==> src/rtl/qar_spi_arbiter.sv <==
// Round-robin arbiter that lends the shared SPI byte engine to one requester per
// transaction and drives its chip select with setup, hold and gap timing.
module qar_spi_arbiter #(
  parameter int NREQ     = 2,
  parameter int LENW     = 8,
  parameter int CS_SETUP = 2,
  parameter int CS_HOLD  = 2,
  parameter int CS_GAP   = 4
) (
  input  logic                 clk,
  input  logic                 rst,
  input  logic [NREQ-1:0]      req,
  input  logic [2*NREQ-1:0]    req_cs,
  input  logic [LENW*NREQ-1:0] req_len,
  input  logic [8*NREQ-1:0]    req_tx_data,
  input  logic [NREQ-1:0]      req_tx_valid,
  output logic [NREQ-1:0]      req_tx_ready,
  output logic [NREQ-1:0]      gnt,
  output logic [7:0]           rx_data,
  output logic [NREQ-1:0]      rx_valid,
  output logic [NREQ-1:0]      done,
  output logic                 eng_start,
  output logic [7:0]           eng_tx,
  input  logic                 eng_busy,
  input  logic                 eng_done,
  input  logic [7:0]           eng_rx,
  output logic [3:0]           spi_cs_n
);
  localparam int IDXW    = (NREQ > 2) ? 2 : 1;
  localparam int CNTW    = 16;
  localparam int SETUP_C = (CS_SETUP < 1) ? 1 : CS_SETUP;
  localparam int HOLD_C  = (CS_HOLD < 1) ? 1 : CS_HOLD;
  localparam int GAP_C   = (CS_GAP < 1) ? 1 : CS_GAP;

  typedef enum logic [2:0] {
    ST_IDLE  = 3'd0,
    ST_SETUP = 3'd1,
    ST_LOAD  = 3'd2,
    ST_XFER  = 3'd3,
    ST_HOLD  = 3'd4,
    ST_GAP   = 3'd5
  } state_t;

  // First asserted request at or after p, wrapping modulo NREQ.
  function automatic logic [IDXW-1:0] rr_pick(input logic [NREQ-1:0] r, input logic [IDXW-1:0] p);
    logic [IDXW-1:0] w;
    w = p;
    for (int i = NREQ - 1; i >= 0; i--) begin
      if (r[(int'(p) + i) % NREQ]) begin
        w = IDXW'((int'(p) + i) % NREQ);
      end else begin
        w = w;
      end
    end
    return w;
  endfunction

  function automatic logic [NREQ-1:0] idx_onehot(input logic [IDXW-1:0] i);
    idx_onehot    = '0;
    idx_onehot[i] = 1'b1;
  endfunction

  function automatic logic [3:0] cs_mask(input logic [1:0] c);
    cs_mask    = 4'hF;
    cs_mask[c] = 1'b0;
  endfunction

  state_t            state_r, state_s;
  logic [CNTW-1:0]   cnt_r, cnt_s, cnt_lim_s;
  logic [LENW-1:0]   rem_r, rem_s, pick_len_s;
  logic [IDXW-1:0]   own_r, own_s, ptr_r, ptr_s, pick_s;
  logic [1:0]        csel_r, csel_s, pick_cs_s;
  logic [NREQ-1:0]   gnt_r, gnt_s, ready_r, ready_s, rx_valid_r, rx_valid_s, done_r, done_s;
  logic              start_r, start_s, cnt_end_s, load_go_s, last_byte_s;
  logic [7:0]        eng_tx_r, eng_tx_s, rx_data_r, rx_data_s;
  logic [3:0]        cs_n_r, cs_n_s;

  assign pick_s      = rr_pick(req, ptr_r);
  assign pick_len_s  = req_len[int'(pick_s)*LENW +: LENW];
  assign pick_cs_s   = req_cs[int'(pick_s)*2 +: 2];
  assign load_go_s   = req_tx_valid[own_r] & ~eng_busy;
  // An abort only takes effect at a byte boundary, so the byte in flight always finishes.
  assign last_byte_s = (rem_r == LENW'(1)) | ~req[own_r];
  assign cnt_end_s   = (cnt_r == cnt_lim_s);

  // Terminal count of the timed states
  always_comb begin
    cnt_lim_s = '0;
    case (state_r)
      ST_SETUP: cnt_lim_s = CNTW'(SETUP_C - 1);
      ST_HOLD:  cnt_lim_s = CNTW'(HOLD_C - 1);
      ST_GAP:   cnt_lim_s = CNTW'(GAP_C - 1);
      default:  cnt_lim_s = '0;
    endcase
  end

  // State register
  always_ff @(posedge clk) begin
    if (rst) begin
      state_r <= ST_IDLE;
    end else begin
      state_r <= state_s;
    end
  end

  // Next-state logic
  always_comb begin
    state_s = state_r;
    case (state_r)
      ST_IDLE:  if (|req && pick_len_s != '0) state_s = ST_SETUP; else state_s = ST_IDLE;
      ST_SETUP: if (cnt_end_s) state_s = ST_LOAD; else state_s = ST_SETUP;
      ST_LOAD:  if (load_go_s) state_s = ST_XFER; else state_s = ST_LOAD;
      ST_XFER: begin
        if (eng_done) state_s = last_byte_s ? ST_HOLD : ST_LOAD;
        else          state_s = ST_XFER;
      end
      ST_HOLD:  if (cnt_end_s) state_s = ST_GAP; else state_s = ST_HOLD;
      ST_GAP:   if (cnt_end_s) state_s = ST_IDLE; else state_s = ST_GAP;
      default:  state_s = ST_IDLE;
    endcase
  end

  // Next values of the datapath and of every registered output
  always_comb begin
    cnt_s      = '0;
    rem_s      = rem_r;
    own_s      = own_r;
    csel_s     = csel_r;
    ptr_s      = ptr_r;
    gnt_s      = gnt_r;
    ready_s    = '0;
    rx_valid_s = '0;
    done_s     = '0;
    start_s    = 1'b0;
    eng_tx_s   = eng_tx_r;
    rx_data_s  = rx_data_r;
    cs_n_s     = cs_n_r;
    case (state_r)
      ST_IDLE: begin
        if (|req) begin
          gnt_s  = idx_onehot(pick_s);
          own_s  = pick_s;
          csel_s = pick_cs_s;
          rem_s  = pick_len_s;
          ptr_s  = IDXW'((int'(pick_s) + 1) % NREQ);
          // A zero-length request is acknowledged without touching CS or the engine.
          if (pick_len_s != '0) cs_n_s = cs_mask(pick_cs_s);
          else                  done_s = idx_onehot(pick_s);
        end else begin
          gnt_s = '0;
        end
      end
      ST_SETUP, ST_GAP: begin
        if (!cnt_end_s) cnt_s = cnt_r + CNTW'(1);
        else            cnt_s = '0;
      end
      ST_LOAD: begin
        if (load_go_s) begin
          ready_s  = idx_onehot(own_r);
          start_s  = 1'b1;
          eng_tx_s = req_tx_data[int'(own_r)*8 +: 8];
        end else begin
          start_s = 1'b0;
        end
      end
      ST_XFER: begin
        if (eng_done) begin
          rx_valid_s = idx_onehot(own_r);
          rx_data_s  = eng_rx;
          rem_s      = rem_r - LENW'(1);
        end else begin
          rem_s = rem_r;
        end
      end
      ST_HOLD: begin
        if (!cnt_end_s) begin
          cnt_s = cnt_r + CNTW'(1);
        end else begin
          cs_n_s = 4'hF;
          gnt_s  = '0;
          done_s = idx_onehot(own_r);
        end
      end
      default: begin
        cs_n_s = 4'hF;
        gnt_s  = '0;
      end
    endcase
  end

  // Datapath and output registers
  always_ff @(posedge clk) begin
    if (rst) begin
      cnt_r      <= '0;
      rem_r      <= '0;
      own_r      <= '0;
      csel_r     <= 2'd0;
      ptr_r      <= '0;
      gnt_r      <= '0;
      ready_r    <= '0;
      rx_valid_r <= '0;
      done_r     <= '0;
      start_r    <= 1'b0;
      eng_tx_r   <= 8'h00;
      rx_data_r  <= 8'h00;
      cs_n_r     <= 4'hF;
    end else begin
      cnt_r      <= cnt_s;
      rem_r      <= rem_s;
      own_r      <= own_s;
      csel_r     <= csel_s;
      ptr_r      <= ptr_s;
      gnt_r      <= gnt_s;
      ready_r    <= ready_s;
      rx_valid_r <= rx_valid_s;
      done_r     <= done_s;
      start_r    <= start_s;
      eng_tx_r   <= eng_tx_s;
      rx_data_r  <= rx_data_s;
      cs_n_r     <= cs_n_s;
    end
  end

  assign req_tx_ready = ready_r;
  assign gnt          = gnt_r;
  assign rx_data      = rx_data_r;
  assign rx_valid     = rx_valid_r;
  assign done         = done_r;
  assign eng_start    = start_r;
  assign eng_tx       = eng_tx_r;
  assign spi_cs_n     = cs_n_r;

endmodule

==> config.mk <==
export PLATFORM = sky130hd
export DESIGN_NAME = qar_spi_arbiter
export DESIGN_NICKNAME = d
export VERILOG_FILES = /design/src/rtl/qar_spi_arbiter.sv
export SDC_FILE = /design/constraint.sdc
export NUM_CORES = 1
export LEC_CHECK = 0
export BUFFER_PORTS_ARGS = -buffer_cell sky130_fd_sc_hd__buf_2
export CORE_ASPECT_RATIO = 1.1
export CORE_MARGIN = 2
export CORE_UTILIZATION = 47
export DETAILED_ROUTE_END_ITERATION = 10
export GPL_ROUTABILITY_DRIVEN = 0
export PLACE_DENSITY = 0.76
export SYNTH_ARGS = -nofsm -noshare
export SYNTH_HDL_FRONTEND = slang
export SYNTH_SLANG_ARGS = --single-unit
==> constraint.sdc <==
create_clock -name clk -period 2 [get_ports clk]
set_clock_uncertainty 0.2 [all_clocks]
set_input_delay 0.4 -clock clk [delete_from_list [all_inputs] [get_ports clk]]
set_output_delay 0.4 -clock clk [all_outputs]
set_load 0.02 [all_outputs]
==> flow_summary.ini <==
[detailed_routing]
vias = 3099
routed_wl_mm = 8.25
remaining_drc_errors = 0
initialDrtViolationCount = 164
vias_per_cell = 5.54
antenna_left = 0
avgRoutedWirePerCell_um = 14.8
first_pass_iters = 4

[global_route]
busiest_layer = met2
track_usage_pct = 24.4
grt_max_degree = 26
grt_use_met2_pct = 40.3
grt_pass1_vias = 2963
antenna_found_initial = 0
met1_usage_pct = 29.7
grt_pass1_wl_mm = 13.3
met3_usage_pct = 6.12
overflow = 0

[cells_and_area]
diodes = 0
nNetsFinal = 529
multi_input_area_um2 = 1900
nFillCells = 486
seqCellArea_um2 = 1180
design_area_um2 = 4210
drive_above_1_share_pct = 39.7
area_growth_pct = 42.1

[floorplan]
die_w_um = 79.7
dieArea_um2 = 6950
core_area_um2 = 6120
pin_count = 81
die_h_um = 87.3
initial_utilization_pct = 48.4
std_cell_rows = 30

[cts]
clkTransAtPathRegs_ps = 70
tritoncts = done
root_buffer = clkbuf_8
h-tree-depth = 3
worstSkewPairLatency_ps = 340
clkSinkCount = 58
cts_buffers = 9
clockBufferDepth = 2
post_cts_hold_buffer_count = 0

[hold_path]
hold_path.class = in2reg

[worst_setup_path]
r2r_slack_ps = -50
worstPathArrival_ps = 2080
critPathRequiredTime_ps = 2030
worst_setup_path_start_kind = flop
setup.worst_path.class = reg2reg
crit_path_end_kind = flop
cp_max_fo = 8

[logic_synthesis]
synth_fa_ha_area_share_pct = 1.27
synth_top_area_share_pct = 39.2
synth-async-reset-ratio_pct = 0
synth_cells = 362
synth_top_family_by_area = simple AND/OR/NAND/NOR gates
yosysUniqueCellTypes = 49
yosys.cell_count.top_type = dfxtp_1
yosysSeqAreaShare_pct = 39.2
ys.flop_type = dfxtp_1
synth_nets = 417
synth-compound-area-share_pct = 18.2
synth_area_per_cell_um2 = 8.18
yosys_warnings = 0
synth_area_leaders = dfxtp_1 (39%), nor2_1 (7.2%), mux2i_1 (5.4%), a211oi_1 (4.6%), nand2_1 (4.4%)
ys_top_cells_by_count = dfxtp_1 (58), nor2_1 (57), nand2_1 (35)
yosysTopAreaCell = dfxtp_1
synthMuxAreaShare_pct = 5.79
synth-edff-count = 0
synth-xor-area-share_pct = 4.44
syn_area_um2 = 2960
ys_ff_latch = 58
yosys.area_share.simple_pct = 26.3

[run]
cap_violations = 0

[placement]
dp.final_hpwl_mm = 5.63
dpl_cell_area_um2 = 3720
port_buffers = 80

[sta]
report.final.slew_viol_count = 0
max_freq_mhz = 487
fin_ws_ps = -51.5
fin_crit_sh_pct = 103
setup_viol = 10
tns_ps = -149
finalHoldViolCount = 0
worst_slew_pin_slew_ps = 573
relSlewSlack_pct = 61.7
grt_setup_unrepaired = yes
finalCriticalPeriod_ps = 2050

[power]
power_density_nw_per_um2 = 1070
irDropWorstVdd_uv = 644
leakage_nw = 1.75

[run_status]
violations = negative setup slack
status = finished with violations
kinds of logic (layout without fill, tap and decap cells):
group           count (synthesis)  in the layout
xor+xnor                       15             15
flops                          58             58
mux                            17             17
simple gates                  159            159
compound gates                 80             80
fa+ha+maj                       3              3
buf+inv                        30            147
path summary, 6_finish.rpt:
kind,endpoint,cells past startpoint,from
max,state_r[0]$_SDFF_PP0_,7,ptr_r$_SDFFE_PP0P_
min,rx_data[5]$_SDFFE_PP0P_,3,eng_rx[5]
max reg2reg,state_r[0]$_SDFF_PP0_,7,ptr_r$_SDFFE_PP0P_
min reg2reg,rx_data[2]$_SDFFE_PP0P_,2,rx_data[2]$_SDFFE_PP0P_
metal layers:
layer  share of wire, %  vias up  wire [µm]
met2                 50      102       4140
met3                5.6       22        461
li1                   -     1505          -
met5                  0        -          0
met1                 42     1470       3440
met4                2.6        0        211
placed cells by master, fill, tap and decap left out, types with 3 or more instances in the layout:
cell type  synthesis  layout
dfxtp_4            0       3
mux2i_1           16      16
dfxtp_2            0       3
buf_4              1      41
a211oi_2           1       4
xor2_1             8       8
o21ai_0            6       5
clkbuf_8           0      10
nor2_1            57      54
nand4_1            3       3
nor2b_1            6       3
o22ai_1           13       4
or2_2              3       3
nand2_1           35      35
a211oi_4           0       5
buf_12             0       3
a211oi_1          18      10
nor4_2             1       3
o22ai_2            0       9
xnor2_1            7       7
nor2_2             0       3
a21oi_1           19      19
nand3_1            9       8
buf_2              8      80
inv_1              5       5
nand2b_1          13      11
nor3_1            12      11
dfxtp_1           58      52
ha_1               3       3
a22oi_1            5       5
nor4_1             7       4
critical path, stage by stage, from the launching register on:
cell      delay (ps)
dfxtp_4          380
buf_12           160
a211oi_4         270
o22ai_2          120
nor4_4           330
buf_4            170
o221ai_1         100
a22o_1           210
per-stage QoR:
stage | instances | total power [mW] | util (%) | setup slack (ps) | hold slack (ps)
2_1_floorplan | 362 | 2.50 | - | -148 | 271
3_3_place_gp | 538 | 3.02 | 60.7 | -491 | 240
3_5_place_dp | 538 | 3.06 | 60.7 | -603 | 251
4_1_cts | 557 | 4.39 | 66.9 | -17.3 | 83.5
5_1_grt | 559 | 4.75 | 68.8 | -137 | 81.4
6_report | 559 | 4.49 | 68.8 | -51.5 | 88.9
sequential cells by signal, indices dropped and copies added (netlist names):
register	flops
rx_valid	2
spi_cs_n	4
rem_r	8
cnt_r	16
done	2
gnt	2
req_tx_ready	2
state_r	3
eng_start	1
ptr_r	1
rx_data	8
own_r	1
eng_tx	8
cell type report:
cell class	count	area share (%)
multi-input cells	274	45.2
flip-flops and latches	58	28.0
repair buffers	126	18.8
clock buffers	11	3.36
well taps	80	2.38
clock inverters	5	1.84
inverters	5	0.446
where the power goes:
part	switching (mW)	internal, mW	leakage, nW
clock	0.472	0.731	0.109
combinational	0.987	0.859	1.16
sequential	0.139	1.30	0.474
total	1.60	2.89	1.75
repair_timing:
| item | in CTS | in global routing |
|---|---|---|
| endpoints found under the setup margin | 25 | 30 |
| cloned | 0 | 0 |
| setup buffers | 3 | 2 |
| pin swaps | 3 | 1 |
| gates resized for setup | 27 | 23 |
Power figures use the tool's default switching activity.
